`config.mk`:
```
export PLATFORM = sky130hd
export DESIGN_NAME = neuron_feeder
export DESIGN_NICKNAME = d
export VERILOG_FILES = /design/src/rtl/nn_pkg.sv /design/src/rtl/nn_timeout_ctr.sv /design/src/rtl/neuron_feeder.sv
export SDC_FILE = /design/constraint.sdc
export NUM_CORES = 1
export LEC_CHECK = 0
export BUFFER_PORTS_ARGS = -buffer_cell sky130_fd_sc_hd__buf_4
export CORE_MARGIN = 2
export CORE_UTILIZATION = 40
export CTS_CLUSTER_DIAMETER = 150
export CTS_CLUSTER_SIZE = 20
export DETAILED_ROUTE_END_ITERATION = 10
export GPL_ROUTABILITY_DRIVEN = 0
export PLACE_DENSITY_LB_ADDON = 0.25
export SETUP_SLACK_MARGIN = 0.3
export SLEW_MARGIN = 30
export SYNTH_ARGS = -nofsm -noshare
export SYNTH_HDL_FRONTEND = slang
export SYNTH_SLANG_ARGS = --single-unit
```
`constraint.sdc`:
```
create_clock -name clk -period 1.5 [get_ports clk]
set_input_delay 0.15 -clock clk [delete_from_list [all_inputs] [get_ports clk]]
set_output_delay 0.15 -clock clk [all_outputs]
set_load 0.05 [all_outputs]
```
`src/rtl/nn_pkg.sv`:
```
// Shared definitions for the neuron feeder: controller states and Q1.15 word width.
package nn_pkg;

  localparam int Q15_WIDTH = 16;

  typedef enum logic [1:0] {
    IDLE     = 2'd0,
    STREAM   = 2'd1,
    DRAIN    = 2'd2,
    WAIT_RES = 2'd3
  } state_t;

endpackage

```
`src/rtl/nn_timeout_ctr.sv`:
```
// Down-counter bounding the wait for a neuron result; expired is raised on the
// TIMEOUT-th enabled cycle after a load.
module nn_timeout_ctr #(
  parameter int TIMEOUT = 16
) (
  input  logic clk,
  input  logic rst,
  input  logic load,
  input  logic en,
  output logic expired
);

  localparam int CW = (TIMEOUT < 2) ? 1 : $clog2(TIMEOUT + 1);

  logic [CW-1:0] count;

  // Load with TIMEOUT-1 so that the last allowed cycle sees a count of zero.
  always_ff @(posedge clk) begin
    if (rst) begin
      count <= '0;
    end else if (load) begin
      count <= CW'(TIMEOUT - 1);
    end else if (en && (count != '0)) begin
      count <= count - CW'(1);
    end
  end

  assign expired = en && (count == '0);

endmodule

```
`src/rtl/neuron_feeder.sv`:
```
// Streams NUM_INPUTS pixel/weight pairs from synchronous memories into a neuron,
// then waits (bounded) for the neuron result.
module neuron_feeder
  import nn_pkg::*;
#(
  parameter int IN_WIDTH   = Q15_WIDTH,
  parameter int NUM_INPUTS = 784,
  parameter int ADDR_WIDTH = 10,
  parameter int TIMEOUT    = 16
) (
  input  logic                  clk,
  input  logic                  rst,
  input  logic                  start,
  input  logic                  abort,
  input  logic                  pause,
  input  logic [IN_WIDTH-1:0]   bias_in,
  output logic                  mem_rd_en,
  output logic [ADDR_WIDTH-1:0] mem_addr,
  input  logic [IN_WIDTH-1:0]   pix_rdata,
  input  logic [IN_WIDTH-1:0]   wgt_rdata,
  output logic [IN_WIDTH-1:0]   data_out,
  output logic [IN_WIDTH-1:0]   weight_out,
  output logic [IN_WIDTH-1:0]   bias_out,
  output logic                  in_valid,
  output logic                  neuron_clr,
  input  logic [IN_WIDTH-1:0]   neuron_result,
  input  logic                  neuron_valid,
  output logic [IN_WIDTH-1:0]   result,
  output logic                  result_valid,
  output logic                  busy,
  output logic                  error
);

  localparam logic [ADDR_WIDTH-1:0] LAST_ADDR = ADDR_WIDTH'(NUM_INPUTS - 1);

  state_t                state;
  logic [ADDR_WIDTH-1:0] addr_cnt;
  logic [IN_WIDTH-1:0]   bias_q;
  logic [IN_WIDTH-1:0]   result_q;
  logic                  beat;
  logic                  result_pulse;
  logic                  err;
  logic                  rd;
  logic                  clr;
  logic                  tmo_expired;

  // Reads follow pause/abort in the same cycle; abort never issues a read.
  assign rd  = (state == STREAM) && !pause && !abort;
  assign clr = ((state == IDLE) && start) || ((state != IDLE) && abort);

  nn_timeout_ctr #(
    .TIMEOUT (TIMEOUT)
  ) u_timeout (
    .clk     (clk),
    .rst     (rst),
    .load    (state == DRAIN),
    .en      (state == WAIT_RES),
    .expired (tmo_expired)
  );

  // Controller: state, address counter, bias latch, beat qualifier and result capture.
  always_ff @(posedge clk) begin
    if (rst) begin
      state        <= IDLE;
      addr_cnt     <= '0;
      bias_q       <= '0;
      result_q     <= '0;
      beat         <= 1'b0;
      result_pulse <= 1'b0;
      err          <= 1'b0;
    end else begin
      beat         <= rd;
      result_pulse <= 1'b0;
      case (state)
        IDLE: begin
          if (start) begin
            state    <= STREAM;
            bias_q   <= bias_in;
            err      <= 1'b0;
            addr_cnt <= '0;
          end
        end
        STREAM: begin
          if (abort) begin
            state <= IDLE;
          end else if (rd) begin
            addr_cnt <= addr_cnt + ADDR_WIDTH'(1);
            if (addr_cnt == LAST_ADDR) state <= DRAIN;
          end
        end
        DRAIN: begin
          state <= abort ? IDLE : WAIT_RES;
        end
        WAIT_RES: begin
          if (abort) begin
            state <= IDLE;
          end else if (neuron_valid) begin
            result_q     <= neuron_result;
            result_pulse <= 1'b1;
            state        <= IDLE;
          end else if (tmo_expired) begin
            err   <= 1'b1;
            state <= IDLE;
          end
        end
        default: state <= IDLE;
      endcase
    end
  end

  // Every output is held at zero while reset is asserted, including the reset cycle itself.
  assign mem_rd_en    = rd && !rst;
  assign mem_addr     = rst ? '0 : addr_cnt;
  assign in_valid     = beat && !rst;
  assign data_out     = in_valid ? pix_rdata : '0;
  assign weight_out   = in_valid ? wgt_rdata : '0;
  assign bias_out     = rst ? '0 : bias_q;
  assign neuron_clr   = clr && !rst;
  assign result       = rst ? '0 : result_q;
  assign result_valid = result_pulse && !rst;
  assign busy         = (state != IDLE) && !rst;
  assign error        = err && !rst;

endmodule

```
; After elaboration in Yosys (flattened, before gate mapping)
; Index checks and enable logic that the tools add are counted.
[classes]
addsub = 2
eq_ne = 13
muxes = 26
bitwise = 2
n_reduce_logical = 30
[ops]
columns = cell, count
row1 = 16-bit two-way mux, 4
row2 = 10-bit two-way mux, 4
row3 = 10-bit one-hot mux with 2 select lines, 1
row4 = 2-bit two-way mux, 8
row5 = 1-bit logical AND, 12
row6 = 2-bit != test (second input constant), 6
row7 = 10-bit by 1-bit adder with 10-bit output (second input constant), 1
row8 = 10-bit == test (second input constant), 1
row9 = 4-bit two-way mux, 2
row10 = 2-bit one-hot mux with 4 select lines, 1
row11 = 4-bit AND reduction, 2
row12 = 2-bit nonzero test, 4
row13 = 5-bit zero test, 1
row14 = 1-bit two-way mux, 5
row15 = 5-bit AND reduction, 1
row16 = 5-bit nonzero test, 1
row17 = 5-bit by 1-bit subtractor with 5-bit output (second input constant), 1
row18 = 2-bit == test (second input constant), 2
row19 = 4-bit != test (second input constant), 1
row20 = 1-bit zero test, 3
row21 = 3-bit by 2-bit != test with 1-bit output (second input constant), 1
row22 = 3-bit != test (second input constant), 1
row23 = 3-bit AND reduction, 1
row24 = 3-bit OR reduction, 1
row25 = 7 further kinds, 8
[totals]
register_bits = 52
inputBits = 70
out_inout_bits = 80

; Longest topological paths before layout
[logic_depth]
ltp_word = 6
mapped_depth = 7
ltp_nobuf = 6

; Cells and area by module
; A second synthesis with hierarchy kept.
[hier_totals]
cells_unflattened = 342
area_unflattened_um2 = 2678.8
[by_module_without_submodules]
columns = module, n_inst, cells_per_inst, area_per_inst_um2, seq_area_each_um2
row1 = neuron_feeder, 1, 314, 2409.8, 940.9
row2 = nn_timeout_ctr, 1, 28, 269.0, 100.1

; Worst setup path before layout
; No wires, ideal clock.
[synth_path]
path_type = reg2out
from = register state[1]
to = output mem_rd_en
arrival_time_ns = 2.272
t_required_ns = 1.350
slack_ns = -0.922
stages_incl_launch_ff = 4
cell_sequence = dfxtp_1 > buf_2 > clkbuf_1 > nor4_1
[synth_via]
elab_chain_len = 4
[synth_rtl]
columns = item, line
row1 = "start, declared", neuron_feeder.sv:36  ; state_t state;
row2 = "start signal, assigned", neuron_feeder.sv:92  ; state <= abort ? IDLE : WAIT_RES;
row3 = 2-bit by 1-bit == test with 1-bit output, neuron_feeder.sv:48  ; assign rd = (state == STREAM) && !pause && !abort;
row4 = 1-bit logical AND (2 in series), neuron_feeder.sv:48
row5 = 1-bit logical AND, neuron_feeder.sv:112  ; assign mem_rd_en = rd && !rst;
row6 = "end, declared", neuron_feeder.sv:17  ; output logic mem_rd_en,
; Every way passes these cells.

; Final worst setup path
[layout_path]
from = register beat
to = output data_out[9]
[layout_via]
elab_chain_len = 2
[layout_rtl]
columns = item, line
row1 = "start, declared", neuron_feeder.sv:40  ; logic beat;
row2 = "start signal, assigned", neuron_feeder.sv:72  ; beat <= rd;
row3 = 1-bit logical AND, neuron_feeder.sv:114  ; assign in_valid = beat && !rst;
row4 = 16-bit two-way mux, neuron_feeder.sv:115  ; assign data_out = in_valid ? pix_rdata : '0;
row5 = "end, declared", neuron_feeder.sv:21  ; output logic [IN_WIDTH-1:0] data_out,
; Every way passes these cells.

==> impl_metrics.tcl <==
set metrics [dict create \
    maxCapViolations 0 \
    cp_top_family "simple AND/OR/NAND/NOR gates" \
    ys_seq_area_share_pct 39.81 \
    antenna_found_initial 0 \
    cts-buffers-inserted 5 \
    p_comb_share_pct 27.2 \
    dieWidth_um 84.86 \
    die_area_mm2 0.007200 \
    num_rows 29 \
    ctsHoldBuffers 0 \
    final_hold_viol_count 0 \
    die_h_um 84.86 \
    arrival_ps 1370 \
    fillers 329 \
    end_kind "output port" \
    crit_required_ps 1350 \
    synthesis.area_mm2 0.002615 \
    power_frac_seq_pct 43.2 \
    drt_wl_total_mm 10.25 \
    reg2reg_slack_ps 20 \
    rr_worst_depth 6 \
    clockRootBuffer "clkbuf_8" \
    crit_chain "nor2b_4 > clkbuf_16 > and2_4 > buf_8" \
    worst_slew_pin_slew_ps 392.4 \
    track_usage_pct 24.81 \
    multi_input_area_mm2 0.002222 \
    drive_gt1_share_pct 72.34 \
    area_delta_synth_final_pct 107.2 \
    ys_warn_count 0 \
    synth_top_area_cell "dfxtp_1" \
    path_class "reg2out" \
    outcome "finished with violations" \
    wire_per_inst_um 17.25 \
    fin_util_pct 85.34 \
    drt_first_pass_iters 4 \
    synth_area_per_cell_um2 7.602 \
    dp_cells 564 \
    skew_ps 17.12 \
    p_int_w 0.002352 \
    hp-start "pause" \
    violations "negative setup slack" \
    p_leak_nw 2.368 \
    power.switching_w 0.001006 \
    relSlewSlack_pct 73.47 \
    period_needed_ps 1525 \
    setup_viol 16 \
    drt_iter0_markers 94 \
    dpl-instance-area_mm2 0.004131 \
    fmax_ghz 0.6559 \
    finalWorstSetupSlack_ps -24.55 \
    synth_cell_types 36 \
    crit_buf_inv 2 \
    worstHoldPathType "in2reg" \
    synth_nets 416 \
    drc 0 \
    clk-insertion-delay-late_ps 310 \
    path_clk_slew_ps 110 \
    synth_edf_count 0 \
    synth_top_flop_cell "dfxtp_1" \
    critPathCapture "data_out[9]" \
    cts_sinks 52 \
    ir_drop_mv 0.5334 \
    crit_start "beat$_SDFF_PP0_" \
    hpwl_mm 5.706 \
    path_depth 4 \
    async_flop_share_pct 0 \
    slowest_stage "dfxtp_2" \
    grt_pass1_wl_mm 14.61 \
    cp_max_fo 16 \
    ios 150 \
    rsz0062_at_grt "true" \
    layout.nets 588 \
    design_area_mm2 0.005419 \
    slew_violations 0 \
    grt_start_max_net_pins 53 \
    powerDensity_mw_per_mm2 619.8 \
    start_kind "flop" \
    vias 3029 \
    cts_max_path_buffers 2 \
    core_area_mm2 0.006350 \
    antenna_cells 0 \
    fin_crit_sh_pct 101.6 \
    timing.rr.start "u_timeout.count[0]$_SDFFE_PP0P_" \
    syn_inst 344 \
    htree_num_levels 2 \
    clkPwrFrac_pct 29.7 \
    post_layout_nonfiller_instances 594 \
    synthTopCellsByArea "dfxtp_1 40%, nor2b_1 11%, nand2_1 10%" \
    swShare_pct 29.96 \
    netlist.area_leader.share_pct 39.81 \
    max_stage_delay_ps 340 \
    cts_tree "yes" \
    antenna_left 0 \
    vias_per_cell 5.099 \
    r2r-end "u_timeout.count[0]$_SDFFE_PP0P_" \
    overflow 0 \
    regArea_mm2 0.001074 \
    initial_utilization_pct 41.18 \
    io_buffers 149 \
    first_global_vias 2917 \
    ys_seq_elements 52 \
]
-- flip-flops by register name, indices dropped and copies added, names as in the netlist --
register and cells:
result_pulse 1, addr_cnt 10, state 2, beat 1, bias_q 16, err 1, u_timeout.count 5, result_q 16
-- power by group through the flow --
stage | combinational [W] | sequential, W | clock (W)
after floorplan | 0.000379 | 0.00148 | 0
after CTS | 0.000822 | 0.00145 | 0.00101
after global routing | 0.000959 | 0.00145 | 0.00105
after detailed placement | 0.000622 | 0.00149 | 0
final | 0.000912 | 0.00145 | 0.000997
after global placement | 0.000610 | 0.00148 | 0
-- what timing repair did --
item	4_1_cts	5_1_grt
gates cloned	2	2
gates resized for setup	180	87
pin swaps	35	48
setup endpoints to repair	87	105
setup buffers	12	6
hold endpoints to repair	0	0
-- metal layers --
metal | up-vias | wire [um] | track usage [%] | share of wire [%]
met5 | - | 0 | 0 | 0
met4 | 0 | 102 | 4.618 | 1.0
met3 | 10 | 628 | 5.253 | 6.1
met2 | 121 | 5614 | 46.46 | 55
met1 | 1429 | 3903 | 29.32 | 38
li1 | 1469 | - | - | -
-- cell type report --
class | instances | area share, %
Clock inverter | 2 | 0.7158
Sequential cell | 52 | 19.81
Clock buffer | 6 | 1.339
Inverter | 2 | 0.1385
Tap cell | 77 | 1.778
Timing Repair Buffer | 188 | 35.21
Multi-Input combinational cell | 267 | 41.01
-- cell families (layout without fill, tap and decap cells) --
logic type | after synthesis | in the layout | synth area share [%]
buffers and inverters | 26 | 198 | 3.924
adders and majority gates | 2 | 2 | 0.9568
AOI/OAI and AO/OA | 60 | 60 | 12.87
DFF | 52 | 52 | 39.81
xor gates and xnor gates | 9 | 9 | 3.015
and+or+nand+nor | 195 | 196 | 39.43
-- metrics by stage --
stage	TNS, ps	total power (W)	setup slack, ps	hold slack (ps)
final	-275.4	0.003359	-24.55	53.60
after global routing	-973.4	0.003462	-54.00	56.87
after global placement	0	0.002092	18.00	395.9
after floorplan	0	0.001855	28.19	227.1
after CTS	0	0.003277	0.1507	54.91
after detailed placement	-135.1	0.002107	-89.11	399.9
-- worst min-delay path by stage --
stage                           end  slack, ps  depth (start not counted)
floorplan           beat$_SDFF_PP0_        230                          1
global placement    beat$_SDFF_PP0_        400                          2
detailed placement  beat$_SDFF_PP0_        400                          2
CTS                 beat$_SDFF_PP0_         50                          2
global route        beat$_SDFF_PP0_         60                          2
finish              beat$_SDFF_PP0_         50                          2
-- synthesized netlist by cell type (2+ instances only) --
master	number
nor4_1	2
o2111ai_1	2
nor4b_1	2
o211ai_1	3
ha_1	2
xor2_1	8
nor3_1	3
and3_1	3
and2_1	33
nand2_1	71
a211oi_1	2
clkbuf_1	20
buf_2	4
o21ai_0	8
inv_1	2
nand3_1	4
nor2_1	18
a21oi_1	40
nor2b_1	46
dfxtp_1	52
nand2b_1	3
a22oi_1	2
-- layout by cell type (no fill, tap or decap), drive strengths merged, types with 3 or more instances in the layout --
| master | netlist | routed |
|---|---|---|
| nor2 | 18 | 18 |
| and3 | 3 | 3 |
| nor2b | 46 | 46 |
| clkbuf | 20 | 7 |
| xor2 | 8 | 8 |
| o211ai | 3 | 3 |
| nor3 | 3 | 3 |
| inv | 2 | 3 |
| dfxtp | 52 | 52 |
| nand2b | 3 | 3 |
| nor4b | 3 | 3 |
| buf | 4 | 187 |
| a21oi | 40 | 40 |
| nand2 | 71 | 71 |
| o21ai | 9 | 9 |
| nand3 | 4 | 4 |
| and2 | 33 | 33 |
Power figures use the tool's default switching activity.
